==> config.mk <==
export PLATFORM = sky130hd
export DESIGN_NAME = team_06_keyctrl_gen_flat
export DESIGN_NICKNAME = d
export VERILOG_FILES = /design/src/rtl/team_06_keyctrl_gen_pkg.sv /design/src/rtl/team_06_keyctrl_gen_if.sv /design/src/rtl/team_06_keyctrl_gen_debounce.sv /design/src/rtl/team_06_keyctrl_gen.sv /design/src/flat_wrapper.sv
export SDC_FILE = /design/constraint.sdc
export NUM_CORES = 1
export LEC_CHECK = 0
export ABC_AREA = 1
export CORE_UTILIZATION = 45
export CTS_BUF_LIST = sky130_fd_sc_hd__clkbuf_16
export DETAILED_ROUTE_END_ITERATION = 6
export MAX_ROUTING_LAYER = met4
export PLACE_DENSITY = 0.67
export RECOVER_POWER = 50
export SLEW_MARGIN = 5
export SYNTH_ARGS = -nofsm -noshare
export SYNTH_HDL_FRONTEND = slang
export SYNTH_SLANG_ARGS = --single-unit
==> constraint.sdc <==
create_clock -name clk -period 2.7 [get_ports clk]
set_clock_uncertainty 0.15 [all_clocks]
set_input_delay 0.405 -clock clk [delete_from_list [all_inputs] [get_ports clk]]
set_output_delay 0.405 -clock clk [all_outputs]
set_load 0.05 [all_outputs]
==> src/rtl/team_06_keyctrl_gen_pkg.sv <==
// Shared types and button indices for the keypad controller.
package team_06_pkg;

  typedef enum logic [1:0] {
    IDLE   = 2'd0,
    LISTEN = 2'd1,
    TALK   = 2'd2,
    MUTED  = 2'd3
  } mode_t;

  localparam int BTN_PTT    = 0;
  localparam int BTN_MUTE   = 1;
  localparam int BTN_EFFECT = 2;
  localparam int BTN_NG     = 3;

endpackage

==> src/rtl/team_06_keyctrl_gen_if.sv <==
// Control/status bundle between the keypad controller and its surroundings.
interface team_06_keyctrl_gen_if #(
  parameter int NUM_BTN = 4,
  parameter int VOL_W   = 2,
  parameter int AUD_W   = 8,
  parameter int EFF_W   = 3
);
  logic [NUM_BTN-1:0] pbs;
  logic [VOL_W-1:0]   vol;
  logic [AUD_W-1:0]   mic_aud;
  logic [AUD_W-1:0]   spk_aud;
  logic [1:0]         state;
  logic               vol_en;
  logic [EFF_W-1:0]   current_effect;
  logic               mute_tog;
  logic               noise_gate_tog;
  logic               tx_open;

  modport master (
    output pbs, vol, mic_aud, spk_aud,
    input  state, vol_en, current_effect, mute_tog, noise_gate_tog, tx_open
  );

  modport slave (
    input  pbs, vol, mic_aud, spk_aud,
    output state, vol_en, current_effect, mute_tog, noise_gate_tog, tx_open
  );
endinterface

==> src/rtl/team_06_keyctrl_gen_debounce.sv <==
// One-button synchroniser + debouncer with a single-cycle press pulse.
module team_06_debounce #(
  parameter int DEB_CYCLES = 4
) (
  input  logic clk,
  input  logic rst,
  input  logic pb,
  output logic level,
  output logic press
);
  logic       sync_a;
  logic       sync_b;
  logic [7:0] cnt;

  // The level flips on the cycle after DEB_CYCLES differing samples have been counted.
  always_ff @(posedge clk) begin
    if (rst) begin
      sync_a <= 1'b0;
      sync_b <= 1'b0;
      cnt    <= '0;
      level  <= 1'b0;
      press  <= 1'b0;
    end else begin
      sync_a <= pb;
      sync_b <= sync_a;
      press  <= 1'b0;
      if (cnt == 8'(DEB_CYCLES)) begin
        level <= ~level;
        press <= ~level;
        cnt   <= '0;
      end else if (sync_b != level) begin
        cnt <= cnt + 8'd1;
      end else begin
        cnt <= '0;
      end
    end
  end
endmodule

==> src/rtl/team_06_keyctrl_gen.sv <==
// Push-to-talk keypad controller: debounced buttons, effect selector,
// mute/noise-gate latches and a speaker hang timer driving the mode FSM.
//   state  | meaning
//   IDLE   | no traffic, speaker stage off
//   LISTEN | speaker activity or hang timer still running
//   TALK   | PTT held, transmit path may open
//   MUTED  | mute latched, overrides all other modes
module team_06_keyctrl_gen
  import team_06_pkg::*;
#(
  parameter int NUM_BTN     = 4,
  parameter int DEB_CYCLES  = 4,
  parameter int NUM_EFFECTS = 6,
  parameter int AUD_W       = 8,
  parameter int VOL_W       = 2,
  parameter int ACT_THRESH  = 16,
  parameter int HANG_CYCLES = 8
) (
  input logic clk,
  input logic rst,
  team_06_keyctrl_gen_if.slave bus
);
  localparam int EFF_W  = $clog2(NUM_EFFECTS);
  localparam int HANG_W = $clog2(HANG_CYCLES + 1);
  localparam logic [AUD_W:0] MID = (AUD_W+1)'(1) << (AUD_W - 1);

  logic [NUM_BTN-1:0] deb;
  logic [NUM_BTN-1:0] press;
  logic               unused_btn;

  for (genvar i = 0; i < NUM_BTN; i++) begin : g_btn
    team_06_debounce #(.DEB_CYCLES(DEB_CYCLES)) u_deb (
      .clk   (clk),
      .rst   (rst),
      .pb    (bus.pbs[i]),
      .level (deb[i]),
      .press (press[i])
    );
  end

  assign unused_btn = ^{deb, press};

  // Magnitude is formed one bit wider than the sample so 0 and full-scale cannot wrap.
  function automatic logic is_active(input logic [AUD_W-1:0] s);
    logic [AUD_W:0] ext;
    logic [AUD_W:0] mag;
    ext = {1'b0, s};
    mag = (ext >= MID) ? (ext - MID) : (MID - ext);
    return mag >= (AUD_W+1)'(ACT_THRESH);
  endfunction

  logic spk_act;
  logic mic_act;
  assign spk_act = is_active(bus.spk_aud);
  assign mic_act = is_active(bus.mic_aud);

  mode_t             state_q;
  mode_t             state_nx;
  logic [HANG_W-1:0] hang;
  logic [EFF_W-1:0]  eff_q;
  logic              mute_q;
  logic              ng_q;
  logic              vol_en_q;
  logic              tx_q;

  always_comb begin
    state_nx = IDLE;
    if (mute_q)                        state_nx = MUTED;
    else if (deb[BTN_PTT])             state_nx = TALK;
    else if (spk_act || hang != '0)    state_nx = LISTEN;
  end

  always_ff @(posedge clk) begin
    if (rst) begin
      state_q  <= IDLE;
      hang     <= '0;
      eff_q    <= '0;
      mute_q   <= 1'b0;
      ng_q     <= 1'b0;
      vol_en_q <= 1'b0;
      tx_q     <= 1'b0;
    end else begin
      state_q  <= state_nx;
      vol_en_q <= (state_nx == LISTEN) && (bus.vol != '0);
      tx_q     <= (state_nx == TALK) && (!ng_q || mic_act);

      if (state_q == TALK || state_q == MUTED) hang <= '0;
      else if (spk_act)                       hang <= HANG_W'(HANG_CYCLES);
      else if (hang != '0)                    hang <= hang - 1'b1;

      if (press[BTN_MUTE]) mute_q <= ~mute_q;
      if (press[BTN_NG])   ng_q   <= ~ng_q;
      if (press[BTN_EFFECT]) begin
        if (eff_q == EFF_W'(NUM_EFFECTS - 1)) eff_q <= '0;
        else                                  eff_q <= eff_q + 1'b1;
      end
    end
  end

  assign bus.state          = state_q;
  assign bus.vol_en         = vol_en_q;
  assign bus.current_effect = eff_q;
  assign bus.mute_tog       = mute_q;
  assign bus.noise_gate_tog = ng_q;
  assign bus.tx_open        = tx_q;
endmodule
==> src/flat_wrapper.sv <==
// flat-port wrapper written by rule: the top's interface ports become plain ports
module team_06_keyctrl_gen_flat import team_06_pkg::*;
#(
  parameter int NUM_BTN     = 4,
  parameter int DEB_CYCLES  = 4,
  parameter int NUM_EFFECTS = 6,
  parameter int AUD_W       = 8,
  parameter int VOL_W       = 2,
  parameter int ACT_THRESH  = 16,
  parameter int HANG_CYCLES = 8
)
  (clk, rst, bus_pbs, bus_vol, bus_mic_aud, bus_spk_aud, bus_state, bus_vol_en, bus_current_effect, bus_mute_tog, bus_noise_gate_tog, bus_tx_open);
  team_06_keyctrl_gen_if #(.NUM_BTN(NUM_BTN), .VOL_W(VOL_W), .AUD_W(AUD_W)) bus_i ();
  input logic clk;
  input logic rst;
  input wire logic [$bits(bus_i.pbs)-1:0] bus_pbs;
  input wire logic [$bits(bus_i.vol)-1:0] bus_vol;
  input wire logic [$bits(bus_i.mic_aud)-1:0] bus_mic_aud;
  input wire logic [$bits(bus_i.spk_aud)-1:0] bus_spk_aud;
  output wire logic [$bits(bus_i.state)-1:0] bus_state;
  output wire logic [$bits(bus_i.vol_en)-1:0] bus_vol_en;
  output wire logic [$bits(bus_i.current_effect)-1:0] bus_current_effect;
  output wire logic [$bits(bus_i.mute_tog)-1:0] bus_mute_tog;
  output wire logic [$bits(bus_i.noise_gate_tog)-1:0] bus_noise_gate_tog;
  output wire logic [$bits(bus_i.tx_open)-1:0] bus_tx_open;
  assign bus_i.pbs = bus_pbs;
  assign bus_i.vol = bus_vol;
  assign bus_i.mic_aud = bus_mic_aud;
  assign bus_i.spk_aud = bus_spk_aud;
  assign bus_state = bus_i.state;
  assign bus_vol_en = bus_i.vol_en;
  assign bus_current_effect = bus_i.current_effect;
  assign bus_mute_tog = bus_i.mute_tog;
  assign bus_noise_gate_tog = bus_i.noise_gate_tog;
  assign bus_tx_open = bus_i.tx_open;
  team_06_keyctrl_gen #(.NUM_BTN(NUM_BTN), .DEB_CYCLES(DEB_CYCLES), .NUM_EFFECTS(NUM_EFFECTS), .AUD_W(AUD_W), .VOL_W(VOL_W), .ACT_THRESH(ACT_THRESH), .HANG_CYCLES(HANG_CYCLES)) u_core (.clk(clk), .rst(rst), .bus(bus_i));
endmodule
==> reports/metrics.cfg, run 1 <==
[outcome]
outcome = finished clean

[die]
die_h_um = 78.6
die_area_um2 = 6180
ios = 33
placementRows = 27
core_area_um2 = 5570
chipWidth_um = 78.6
start_util_pct = 47.4

[drt]
dr.pass1.iters = 4
vias_per_cell = 4.54
drt_iter0_drc = 92
wl_per_cell_um = 9.83
postRouteWirelength_mm = 4.51
drc_errors = 0
ant_nets = 0
num_vias = 2084

[sta]
max_freq_mhz = 480
slew_viol_final = 0
rsz0062_at_grt = false
fin_crit_ns = 2.08
slew_headroom_pct = 65.8
hold_viol = 0
fin_ws_ns = 0.618
finalSetupTns_ns = 0
fin_crit_sh_pct = 77.1
finalSetupViolCount = 0
worstMarginPinSlew_ns = 0.511

[clocking]
path_clk_slew_ns = 0.05
cts_inserted_buffers = 9
cts_tree = built
post_cts_buffers = 0
h-tree-depth = 3
post_cts_resized = 0
clk_latency_ns = 0.32
cts_hold_buf = 0
numClockSinks = 60
cts_root_buffer = clkbuf_16
clk_path_buf_depth = 2

[grt]
gr-total-overflow = 0
grt_pass1_vias = 1856
antenna_found_initial = 0
grt_first_pass_wirelength_mm = 7.69
grt_usage_pct = 16.6
grt_max_degree = 17

[finish]
post_route_cells_drive_above_1_share_pct = 10.6
nFillCells = 488
fin_nets = 416
antenna_cells = 0
syn_to_final_growth_pct = 27.6

[logic_synthesis]
synth_cells = 340
synth_fp_nets = 374
synthAdderAreaFrac_pct = 4.74
synth_top_family_by_area = simple AND/OR/NAND/NOR gates
synth-simple-area-share_pct = 32.7
synth_area_um2 = 2640
ys_seq_area_share_pct = 45.5
synth_area_leader_cell = dfxtp_1
synth_xor_area_share_pct = 4.31
yosysTopAreaCellShare_pct = 45.5
ys_ff_latch = 60
synth-compound-area-share_pct = 4.69
yosys_warnings = 0
synthMuxAreaShare_pct = 0
yosysUniqueCellTypes = 32
avgSynthCellArea_um2 = 7.76
synth.area.top_cells = dfxtp_1 45%, nor2_1 10%, nand2_1 8.0%

[placement]
hpwlAfterDp_mm = 3.24
place_worst_setup_slack_ns = 0.710
place.gp.congestion = 0.729
port_buffers = 32

[critical_path]
crit_type = reg2out
crit_path_max_fanout = 3
path_cells = clkdlybuf4s50_1
cp_slowest_cell = clkdlybuf4s50_1
cpLargestDelayFamily = buffers and inverters
critPathRequiredTime_ns = 2.14
crit_path_start_kind = flip-flop
critical_path_buf_inv_count = 1
crit_path_max_incr_delay_ns = 0.83
arrival_ns = 1.53
cp-end-kind = output port

[flow_run]
cap_violations = 0

[power_and_ir_drop]
sw_frac_of_total_pct = 19.5
p_comb_share_pct = 4.2
pwr-share-seq_pct = 39.4
p_switching_mw = 0.447
finalPower_mw = 2.29
cellLeakagePower_nw = 1.35
p_int_mw = 1.84
p_per_area_nw_per_um2 = 680
pwr-share-clk_pct = 56.4
peakVddDrop_v = 0.000388

[worst_hold_path]
hp-class = reg2reg

-- sequential cells by signal, summed over array words and instances (netlist names), 2 cells and up --
register and flops:
u_core.g_btn.u_deb.cnt 32, u_core.g_btn.u_deb.level 4, u_core.bus.current_effect 3, u_core.g_btn.u_deb.press 3, u_core.g_btn.u_deb.sync_a 4, u_core.bus.state 2, u_core.g_btn.u_deb.sync_b 4, u_core.hang 4
-- cell families (layout without fill, tap and decap cells) --
kind of cell | after synthesis | in the layout
AND/OR/NAND/NOR | 179 | 179
flip-flops | 60 | 60
buffers and inverters | 55 | 102
AO/OA/AOI/OAI | 23 | 23
XOR/XNOR | 13 | 13
adder cells (fa/ha/maj) | 10 | 10
-- through the flow --
step           util [%]  std cells  instance area [um^2]  hold WS, ns
6_report           60.4        459                  3370        0.252
5_1_grt            60.4        459                  3370        0.275
4_1_cts            60.8        459                  3390        0.252
2_1_floorplan         -        340                  2640        0.238
3_3_place_gp       54.7        443                  3050        0.240
3_5_place_dp       54.7        443                  3050        0.245
-- power by group through the flow --
stage	registers [mW]	clock network, mW	logic, mW
CTS	0.904	1.32	0.0990
global placement	0.922	0	0.0969
global route	0.905	1.36	0.107
detailed placement	0.923	0	0.0984
floorplan	0.930	0	0.0423
finish	0.904	1.29	0.0955
-- cell usage after synthesis --
library cell / count
xnor2_1: 5
o21ai_1: 2
or2_1: 3
a21oi_1: 13
o21bai_1: 1
nor3_4: 1
nor3b_1: 1
and3_1: 1
nand2_2: 1
inv_1: 48
nand4_2: 1
nand3b_1: 2
nor3b_2: 3
dfxtp_1: 60
inv_2: 4
o21ai_0: 4
xor2_1: 8
nand3_2: 5
nand4_1: 3
nor3_2: 3
o21a_1: 2
nand2_1: 56
nand3_1: 13
inv_4: 1
nor2_1: 72
a31oi_1: 1
nor3_1: 2
buf_2: 2
nor2_2: 7
ha_1: 10
nor2_4: 3
or2_2: 2
-- routing by layer --
layer	global-route usage [%]	routed length, um
met4	10.6	100
met3	4.19	278
met2	25.2	1930
met5	-	0
met1	19.4	2200
-- cell usage in the layout (no fill, tap or decap), drive strengths merged, types with 2 or more instances in the layout --
master / count
a21oi: 13
bufinv: 3
clkbuf: 10
clkdlybuf4s50: 31
clkinv: 3
dfxtp: 60
ha: 10
inv: 53
nand2: 57
nand3: 18
nand3b: 2
nand4: 4
nor2: 82
nor3: 6
nor3b: 4
o21a: 2
o21ai: 6
or2: 5
xnor2: 5
xor2: 8
-- final timing paths --
path | startpoint | to | slack, ns | cells after the start
max | u_core.bus.noise_gate_tog | bus_noise_gate_tog | 0.62 | 1
min | u_core.g_btn[3].u_deb.sync_a | u_core.g_btn[3].u_deb.sync_b | 0.25 | 2
max reg2reg | u_core.g_btn[2].u_deb.cnt[0] | u_core.g_btn[2].u_deb.cnt[5] | 1.20 | 7
min reg2reg | u_core.g_btn[3].u_deb.sync_a | u_core.g_btn[3].u_deb.sync_b | 0.25 | 2
-- final cells by class --
class	instances	area, um^2	share of cell area, %
multi-input combinational	225	1210	36.0
clock buffer	9	225	6.68
inverter	53	201	5.98
timing repair buffer	33	324	9.62
sequential	60	1200	35.6
tap	72	90.1	2.67
clock inverter	7	115	3.42
(Power assumes the default switching activity.)
==> inputs of run 2 (changes only) <==
==> constraint.sdc (replaced) <==
create_clock -name clk -period 2.1 [get_ports clk]
set_clock_uncertainty 0.15 [all_clocks]
set_input_delay 0.315 -clock clk [delete_from_list [all_inputs] [get_ports clk]]
set_output_delay 0.315 -clock clk [all_outputs]
set_load 0.05 [all_outputs]
==> run 2 against run 1 <==
Flip-flop and latch count unchanged; register-to-register slack got worse by 0.79 ns; sequential share of layout area increased by 0.15 points; first-iteration DRC count decreased by 37%; critical path type unchanged; sequential power grew 28%.
==> reports/metrics.cfg, run 2 (synthesis gave the netlist of run 1 again) <==
[clocking]
numClockSinks = 60
cts_root_buffer = clkbuf_16
post_cts_resized = 0
post_cts_buffers = 0
h-tree-depth = 3
clk_latency_ns = 0.32
cts_tree = built
cts_hold_buf = 0
clk_path_buf_depth = 2
path_clk_slew_ns = 0.05
cts_inserted_buffers = 9

[drt]
num_vias = 2049
dr.pass1.iters = 4
wl_per_cell_um = 9.29
postRouteWirelength_mm = 4.26
drt_iter0_drc = 58
ant_nets = 0
vias_per_cell = 4.46
drc_errors = 0

[power_and_ir_drop]
cellLeakagePower_nw = 1.36
peakVddDrop_v = 0.000752
p_per_area_nw_per_um2 = 862

[critical_path]
crit_path_start_kind = flip-flop
crit_type = reg2out
arrival_ns = 1.53
crit_path_max_fanout = 3
crit_path_max_incr_delay_ns = 0.83
critPathRequiredTime_ns = 1.63
cp_slowest_cell = clkdlybuf4s50_1
cpLargestDelayFamily = buffers and inverters
cp_num_cells = 1
path_cells = clkdlybuf4s50_1
worstRegToRegCells = 7
critical_path_buf_inv_count = 1
cp-end-kind = output port

[grt]
grt_first_pass_wirelength_mm = 7.40
grt_use_met1_pct = 18.2
grt_usage_pct = 16.1
grt_pass1_vias = 1829
antenna_found_initial = 0
grt_util_met2_pct = 24.5
grt_max_degree = 16
grt-busiest-layer = met2
gr-usage-met3_pct = 6.86
gr-total-overflow = 0

[sta]
slew_viol_final = 0
hold_slack_ns = 0.249
slew_headroom_pct = 59.8
finalSetupTns_ns = 0
worstMarginPinSlew_ns = 0.602
hold_viol = 0
fin_crit_ns = 1.99
rsz0062_at_grt = false
finalSetupViolCount = 0
fin_crit_sh_pct = 95.0
max_freq_mhz = 502

[placement]
port_buffers = 32
place.gp.congestion = 0.793
hpwlAfterDp_mm = 3.15

[finish]
fin_nets = 416
layout_commonest_cell = nor2_1
layout_common_cells = 76 x nor2_1, 60 x dfxtp_1, 56 x nand2_1, 51 x inv_1, 31 x clkdlybuf4s50_1
top_register = u_core.g_btn.u_deb.cnt
nFillCells = 499
antenna_cells = 0
post_route_cells_drive_above_1_share_pct = 10.1
syn_to_final_growth_pct = 27.1
largest_reg_flops = 32

[die]
ios = 33
chipWidth_um = 78.6
placementRows = 27
start_util_pct = 47.4
die_area_um2 = 6180
die_h_um = 78.6
core_area_um2 = 5570

[outcome]
outcome = finished clean

[worst_hold_path]
hp-class = reg2reg
whs_path_depth = 2

[flow_run]
cap_violations = 0

-- run 2: cell types whose count changed in the layout (fill, tap and decap cells not counted), sizes merged --
cell / previous run / this run
inv: 53 / 54
clkinv: 3 / 2
-- run 2: area by class of cell --
type | count | area, um^2 | area share [%]
timing repair buffer | 33 | 324 | 9.66
clock inverter | 7 | 108 | 3.21
sequential | 60 | 1200 | 35.8
multi-input combinational | 225 | 1210 | 36.0
inverter | 53 | 200 | 5.97
tap | 72 | 90.1 | 2.68
clock buffer | 9 | 225 | 6.71
-- run 2: path summary, 6_finish.rpt --
check / from / end / slack (ns)
max: u_core.bus.noise_gate_tog / bus_noise_gate_tog / 0.11
min: u_core.g_btn[0].u_deb.sync_a / u_core.g_btn[0].u_deb.sync_b / 0.25
max reg2reg: u_core.g_btn[3].u_deb.cnt[0] / u_core.g_btn[3].u_deb.cnt[4] / 0.41
min reg2reg: u_core.g_btn[0].u_deb.sync_a / u_core.g_btn[0].u_deb.sync_b / 0.25
-- run 2: stage by stage --
step / setup WS, ns / instances / instance area [um^2] / power (mW) / util [%]
6_report: 0.106 / 459 / 3360 / 2.89 / 60.2
5_1_grt: 0.0449 / 459 / 3360 / 3.00 / 60.2
4_1_cts: 0.0781 / 459 / 3380 / 2.94 / 60.7
3_5_place_dp: 0.353 / 443 / 3050 / 1.31 / 54.7
3_3_place_gp: 0.378 / 443 / 3050 / 1.31 / 54.7
2_1_floorplan: 0.779 / 340 / 2640 / 1.25 / -
-- run 2: per-layer routing --
layer	routed length (um)	vias up
li1	-	1131
met1	2110	872
met2	1800	42
met3	296	4
met4	55	0
met5	0	-
-- run 2: report_power, final --
group	switching [mW]	leakage (nW)	internal [mW]
clock	0.463	0.172	1.14
sequential	0.00773	0.486	1.16
combinational	0.0589	0.701	0.0631
total	0.530	1.36	2.36
==> inputs of run 3 (changes only) <==
--- a/config.mk
+++ b/config.mk
@@ -6,11 +6,10 @@
 export NUM_CORES = 1
 export LEC_CHECK = 0
 export ABC_AREA = 1
-export CORE_UTILIZATION = 45
+export CORE_UTILIZATION = 41
 export CTS_BUF_LIST = sky130_fd_sc_hd__clkbuf_16
 export DETAILED_ROUTE_END_ITERATION = 6
 export MAX_ROUTING_LAYER = met4
-export PLACE_DENSITY = 0.67
 export RECOVER_POWER = 50
 export SLEW_MARGIN = 5
 export SYNTH_ARGS = -nofsm -noshare
==> run 3 against run 2 <==
Clock-buffer cell count unchanged; global-route usage shrank 0.76 points; worst hold slack improved by 0.0067 ns; setup slack improved by 0.020 ns; critical endpoint is now bus_mute_tog.
==> reports/metrics.cfg, run 3 (synthesis gave the netlist of run 1 again) <==
[die]
core_area_um2 = 6060
die_h_um = 82.2
chipWidth_um = 82.2
start_util_pct = 43.6
ios = 33
die_area_um2 = 6760
placementRows = 28

[grt]
grt_usage_pct = 15.3
gr-total-overflow = 0
grt_max_degree = 11
grt_pass1_vias = 1823
grt_first_pass_wirelength_mm = 7.51
antenna_found_initial = 0

[drt]
dr.pass1.iters = 4
num_vias = 2052
drt_iter0_drc = 53
ant_nets = 0
postRouteWirelength_mm = 4.28
wl_per_cell_um = 9.29
vias_per_cell = 4.45
drc_errors = 0

[sta]
slew_headroom_pct = 66.0
fin_crit_sh_pct = 94.0
slew_viol_final = 0
fin_crit_ns = 1.97
worstMarginPinSlew_ns = 0.508
finalSetupTns_ns = 0
rsz0062_at_grt = false
finalSetupViolCount = 0
hold_viol = 0
fin_ws_ns = 0.126
max_freq_mhz = 507
hold_slack_ns = 0.256

[clocking]
numClockSinks = 60
post_cts_resized = 0
post_cts_buffers = 0
h-tree-depth = 3
path_clk_slew_ns = 0.05
cts_root_buffer = clkbuf_16
clk_path_buf_depth = 2
cts_hold_buf = 0
clk_latency_ns = 0.32
cts_inserted_buffers = 9
cts_tree = built

[critical_path]
crit_path_start_kind = flip-flop
crit_type = reg2out
critical_path_buf_inv_count = 1
r2r-start = u_core.g_btn[3].u_deb.cnt[0]
path_cells = clkdlybuf4s50_1
ff2ff_setup_slack_ns = 0.61
cp_num_cells = 1
worstRegToRegCells = 7
cp-end-kind = output port
cpLargestDelayFamily = buffers and inverters
crit_path_end = bus_mute_tog
crit_path_start = u_core.bus.mute_tog
crit_path_max_incr_delay_ns = 0.83
regToRegEndpoint = u_core.g_btn[3].u_deb.cnt[4]
crit_path_max_fanout = 3
critPathRequiredTime_ns = 1.63
arrival_ns = 1.51
cp_slowest_cell = clkdlybuf4s50_1

[finish]
stdcell_area_um2 = 3280
largest_reg_flops = 32
antenna_cells = 0
syn_to_final_growth_pct = 24.1
fin_nets = 417
layout_commonest_cell = nor2_1
regArea_um2 = 1200
stdcell_count = 461
multiInputGateArea_um2 = 1200
layout_common_cells = 75 x nor2_1, 60 x dfxtp_1, 56 x nand2_1, 50 x inv_1, 31 x clkdlybuf4s50_1
finish.utilization_pct = 54.0
nFillCells = 596
post_route_cells_drive_above_1_share_pct = 9.33
top_register = u_core.g_btn.u_deb.cnt

[power_and_ir_drop]
p_per_area_nw_per_um2 = 760
finalPower_mw = 2.49
cellLeakagePower_nw = 1.31
peakVddDrop_v = 0.000511

[placement]
place_worst_setup_slack_ns = 0.291
place.gp.congestion = 0.747
hpwlAfterDp_mm = 3.20
placed_cell_area_um2 = 3060
placed_cells = 447
port_buffers = 32

[outcome]
outcome = finished clean

[worst_hold_path]
hp-class = reg2reg

[flow_run]
cap_violations = 0

[run 3: cell type report]
| class | count | area share [%] |
|---|---|---|
| Multi-Input combinational cell | 225 | 36.8 |
| Sequential cell | 60 | 36.7 |
| Timing Repair Buffer | 34 | 10.0 |
| Clock buffer | 9 | 6.88 |
| Inverter | 53 | 6.15 |
| Tap cell | 75 | 2.86 |
| Clock inverter | 5 | 0.649 |
[run 3: metal layers]
metal,part of all wire (%),vias up,routed length (um),global-route usage [%]
li1,-,1131,-,-
met1,52,865,2230,19.0
met2,38,44,1620,21.6
met3,7.1,12,305,4.18
met4,2.9,0,125,10.0
met5,0,-,0,-
[run 3: worst min-delay path by stage]
stage	from	end	slack, ns	cells after the start
after detailed placement	u_core.g_btn[1].u_deb.sync_a	u_core.g_btn[1].u_deb.sync_b	0.25	2
after floorplan	u_core.g_btn[0].u_deb.sync_a	u_core.g_btn[0].u_deb.sync_b	0.24	2
after global routing	u_core.g_btn[1].u_deb.sync_a	u_core.g_btn[1].u_deb.sync_b	0.28	2
final	u_core.g_btn[0].u_deb.sync_a	u_core.g_btn[0].u_deb.sync_b	0.26	2
after global placement	u_core.g_btn[1].u_deb.sync_a	u_core.g_btn[1].u_deb.sync_b	0.24	2
after CTS	u_core.g_btn[1].u_deb.sync_a	u_core.g_btn[1].u_deb.sync_b	0.25	2
[run 3: where the power goes]
part	internal [mW]	switching, mW	leakage, nW
Clock	0.762	0.441	0.123
Sequential	1.16	0.00777	0.486
Combinational	0.0630	0.0593	0.702
Total	1.98	0.509	1.31
[run 3: worst min-delay path, stage by stage, from the launching register on]
cell and delay (ns):
dfxtp_1 0.29, inv_1 0.04, nor2_1 0.03
